$ cat src/rtl/inst_loader.sv
// inst_loader: receives a byte stream, assembles little-endian 32-bit
// instruction words and writes them one by one into an instruction memory.
// A load is requested with start/num_words; abort cancels it at any time.
module inst_loader #(
    parameter int DATA_WIDTH    = 32,
    parameter int ADDRESS_WIDTH = 32,
    parameter int MEM_SIZE      = 256
) (
    input  logic                     clk,
    input  logic                     rst_n,
    input  logic                     start,
    input  logic [8:0]               num_words,
    input  logic                     abort,
    input  logic [7:0]               byte_data,
    input  logic                     byte_valid,
    output logic                     byte_ready,
    output logic                     mem_we,
    output logic [ADDRESS_WIDTH-1:0] mem_address,
    output logic [DATA_WIDTH-1:0]    mem_wdata,
    output logic                     busy,
    output logic                     done,
    output logic                     error
);

    // Word index only needs to reach MEM_SIZE-1.
    localparam int IDX_W = (MEM_SIZE > 1) ? $clog2(MEM_SIZE) : 1;

    typedef enum logic [1:0] {
        IDLE  = 2'd0,
        RECV  = 2'd1,
        WRITE = 2'd2,
        DONE  = 2'd3
    } state_t;

    state_t                state_q;
    state_t                state_d;
    logic [IDX_W-1:0]      word_idx_q;
    logic [1:0]            byte_cnt_q;
    logic [8:0]            num_words_q;
    logic [DATA_WIDTH-1:0] wdata_q;
    logic                  error_q;

    logic idle_or_done;
    logic start_req;
    logic start_legal;
    logic byte_fire;
    logic last_word;

    // Decoded events shared by the FSM and the datapath. Abort has priority
    // over both a start request and a byte handshake.
    assign idle_or_done = (state_q == IDLE) || (state_q == DONE);
    assign start_req    = start && idle_or_done && !abort;
    assign start_legal  = (num_words != 9'd0) && (32'(num_words) <= MEM_SIZE);
    assign byte_fire    = byte_valid && (state_q == RECV) && !abort;
    assign last_word    = (32'(word_idx_q) + 32'd1) == 32'(num_words_q);

    // State register.
    always_ff @(posedge clk or negedge rst_n) begin
        // NOTE: sequential state uses non-blocking (<=) so every flop samples
        // pre-edge values; blocking here would create order-dependent races.
        if (!rst_n) begin
            state_q <= IDLE;
        end else begin
            state_q <= state_d;
        end
    end

    // Next-state logic and state-decoded outputs.
    always_comb begin
        // NOTE: every output gets a default first so no path leaves a value
        // unassigned, which would infer a latch.
        state_d    = state_q;
        byte_ready = 1'b0;
        mem_we     = 1'b0;
        busy       = 1'b0;
        done       = 1'b0;
        unique case (state_q)
            IDLE, DONE: begin
                done = (state_q == DONE);
                if (abort) begin
                    state_d = IDLE;
                end else if (start) begin
                    state_d = start_legal ? RECV : IDLE;
                end
            end
            RECV: begin
                byte_ready = 1'b1;
                busy       = 1'b1;
                if (abort) begin
                    state_d = IDLE;
                end else if (byte_fire && (byte_cnt_q == 2'd3)) begin
                    state_d = WRITE;
                end
            end
            WRITE: begin
                mem_we = 1'b1;
                busy   = 1'b1;
                if (abort) begin
                    state_d = IDLE;
                end else if (last_word) begin
                    state_d = DONE;
                end else begin
                    state_d = RECV;
                end
            end
            default: state_d = IDLE;
        endcase
    end

    // Datapath: load bookkeeping, byte assembly and the sticky error flag.
    always_ff @(posedge clk or negedge rst_n) begin
        if (!rst_n) begin
            word_idx_q  <= '0;
            byte_cnt_q  <= '0;
            num_words_q <= '0;
            wdata_q     <= '0;
            error_q     <= 1'b0;
        end else begin
            if (start_req) begin
                if (start_legal) begin
                    word_idx_q  <= '0;
                    byte_cnt_q  <= '0;
                    num_words_q <= num_words;
                    error_q     <= 1'b0;
                end else begin
                    error_q <= 1'b1;
                end
            end

            // Little-endian: k-th byte of a word lands in bits [8k+7:8k];
            // the 2-bit counter wraps to 0 after the fourth byte.
            if (byte_fire) begin
                wdata_q[8*byte_cnt_q +: 8] <= byte_data;
                byte_cnt_q                 <= byte_cnt_q + 2'd1;
            end

            if ((state_q == WRITE) && !abort && !last_word) begin
                word_idx_q <= word_idx_q + IDX_W'(1);
            end

            // A partial word is dropped when the load is cancelled.
            if (abort && busy) begin
                byte_cnt_q <= '0;
            end
        end
    end

    assign mem_address = ADDRESS_WIDTH'({word_idx_q, 2'b00});
    assign mem_wdata   = wdata_q;
    assign error       = error_q;

endmodule
$ cat config.mk
export PLATFORM = sky130hd
export DESIGN_NAME = inst_loader
export DESIGN_NICKNAME = d
export VERILOG_FILES = /design/src/rtl/inst_loader.sv
export SDC_FILE = /design/constraint.sdc
export NUM_CORES = 1
export LEC_CHECK = 0
export ABC_AREA = 1
export ABC_CLOCK_PERIOD_IN_PS = 2610
export CAP_MARGIN = 20
export CORE_AREA = 2 2 87 89
export DETAILED_ROUTE_END_ITERATION = 10
export DIE_AREA = 0 0 89 91
export PLACE_DENSITY = 0.72
export SYNTH_ARGS = -nofsm -noshare
export SYNTH_HDL_FRONTEND = slang
export SYNTH_SLANG_ARGS = --single-unit
$ cat constraint.sdc
create_clock -name clk -period 2.61 [get_ports clk]
set_input_delay 0.3915 -clock clk [delete_from_list [all_inputs] [get_ports clk]]
set_output_delay 0.3915 -clock clk [all_outputs]
set_load 0.05 [all_outputs]
==> impl_metrics.yaml <==
placed_design:
  place_hpwl_um: 5300
  place.gp.congestion: 0.813
  place_area_mm2: 0.00369
  post-place-ws_ps: 481
  io_buffers: 66
detailed_routing:
  firstDrtPassIters: 4
  drt_iter0_markers: 165
  vias: 2604
  drc: 0
  wire_per_inst_um: 13.2
  postRouteAntennaNets: 0
  viasPerCell: 4.84
  routed_wl_um: 7110
cells_and_area:
  diodes: 0
  syn2layout_area_growth_pct: 27.2
  regArea_mm2: 0.00135
  layout_commonest_cell: "nand2_1"
  postLayoutCellArea_mm2: 0.00376
  fillers: 715
  mostFrequentLayoutCells: "91 x nand2_1, 65 x clkdlybuf4s50_1, 54 x dfrtp_1"
  drive_gt1_share_pct: 6.15
  multiInputGateArea_mm2: 0.00134
  nNetsFinal: 470
power:
  total_power_mw: 2.79
  power_density_mw_per_mm2: 740
  p_leak_nw: 1.82
  peakVddDrop_uv: 580
timing:
  setup_viol: 0
  grt_setup_unrepaired: "false"
  timing.final.ws_setup_ps: 129
  clock.fmax_mhz: 403
  period_share_pct: 95.1
  tns_ps: 0
  hold_viol_final: 0
  drv_slew: 0
  slew_headroom_pct: 60.8
  fin_crit_ps: 2480
  fin_skew_ps: 8.18
  worst_pin_slew_ps: 588
global_route:
  grt_max_degree: 28
  grt_pass1_wl_um: 11900
  antenna_found_initial: 0
  grt_pass1_vias: 2543
  grt-ovfl-total: 0
  track_usage_pct: 18.2
yosys:
  synth_cells: 365
  yosysWarningCount: 0
  synth_top_area_share_pct: 45.6
  syn_area_per_cell_um2: 8.11
  synth-seq-area-share_pct: 45.6
  synth_area_leader_cell: "dfrtp_1"
  ys_types: 31
  synth-seq-cells: 54
  synth_area_leaders: "dfrtp_1 46%, nand2_1 12%, nand3_1 6.8%, o21ai_0 6.3%, buf_4 6.1%"
  netlist_area_mm2: 0.00296
worst_setup_path:
  cp-start-kind: "register"
  cp_max_fo: 5
  r2r_setup_slack_ps: 630
  required_ps: 2220
  critPathCaptureType: "output port"
  arrival_ps: 2090
  worst-setup-path-type: "reg2out"
floorplan:
  std_cell_rows: 31
  die_x_um: 89
  die_area_mm2: 0.00810
  fp.dieH_um: 91
  ios: 91
  core_area_mm2: 0.00714
  start_util_pct: 41.5
status:
  status: "finished, final reports clean"
flow_run:
  max-cap-violations: 0
hold_path:
  min_path_type: "in2async"
clock_network:
  numCtsBuffers: 5
  path_clk_slew_ps: 100
  clk_path_buf_depth: 2
  cts_resized: 0
  tritoncts: "yes"
  clk_latency_ps: 300
  h-tree-depth: 2
  clock-root-buffer: "clkbuf_8"
  cts_hold_buf: 0
  clock-sinks: 54
  post-cts-setup-buffer-count: 0
## power by group
group / internal, mW / switching, mW / total, mW
Combinational: 0.389 / 0.865 / 1.25
Clock: 0.181 / 0.270 / 0.452
Sequential: 0.981 / 0.100 / 1.08
## path summary, 6_finish.rpt
| check | start | endpoint | cells after the start |
|---|---|---|---|
| worst max-delay path | state_q[0] | busy | 4 |
| worst min-delay path | rst_n | num_words_q[0] | 1 |
| worst max register to register | word_idx_q[0] | word_idx_q[7] | 12 |
| worst min register to register | mem_wdata[26] | mem_wdata[26] | 2 |
| max in group asynchronous | rst_n | word_idx_q[7] | 2 |
| min in group clk | mem_wdata[26] | mem_wdata[26] | 2 |
## per-stage QoR
stage                     util [%]  hold WS, ps  std cells
final                         52.8         73.8        538
after global placement        51.6          427        531
after floorplan                  -         95.9        388
after CTS                     52.8         93.0        538
after global routing          52.8          108        538
after detailed placement      51.6          432        531
## worst max-delay path: stages, from the launching register on
cell             delay [ps]
dfrtp_1                 390
inv_1                    80
ha_1                    330
inv_1                   150
clkdlybuf4s50_1         830
## routing by layer
| metal | share of wire [%] | track usage [%] |
|---|---|---|
| met5 | 0 | 0 |
| met2 | 49 | 30.7 |
| met1 | 44 | 23.8 |
| met3 | 5.5 | 4.00 |
| met4 | 1.2 | 3.98 |
## kinds of logic after synthesis
family,after synthesis,share of synthesized area [%]
and+or+nand+nor,171,26.4
buffers and inverters,71,12.1
AOI/OAI and AO/OA,57,11.4
DFF,54,45.6
adders and majority gates,9,3.80
xor gates and xnor gates,2,0.592
other,1,0.127
## Yosys cell counts
cell	n
a21oi_1	1
buf_2	1
o21ai_2	1
buf_4	24
nor3_1	1
o21a_1	7
o21bai_2	1
o21ai_0	37
ha_1	9
a32oi_1	1
nand2_4	1
xnor2_1	1
inv_1	40
o211ai_1	1
nand3_1	40
nand3_4	1
nand2_2	3
nor2_2	1
nor3b_1	1
dfrtp_1	54
o31ai_1	6
o22ai_1	1
nand4_1	12
nand2_1	91
a31oi_1	1
conb_1	1
nor2_4	2
nand3b_1	2
nor2_1	16
xor2_1	1
clkbuf_1	6
## state kept, by name (all words and copies together), names as in the netlist
name	cells
num_words_q	9
byte_cnt_q	2
word_idx_q	8
state_q	2
error	1
mem_wdata	32
## layout make-up
type | instances | area share [%]
timing repair buffer | 75 | 19.2
inverter | 40 | 3.99
sequential | 54 | 35.9
clock buffer | 5 | 1.83
tap | 99 | 3.29
clock inverter | 2 | 0.266
multi-input combinational | 263 | 35.5
Power figures use the tool's default switching activity.
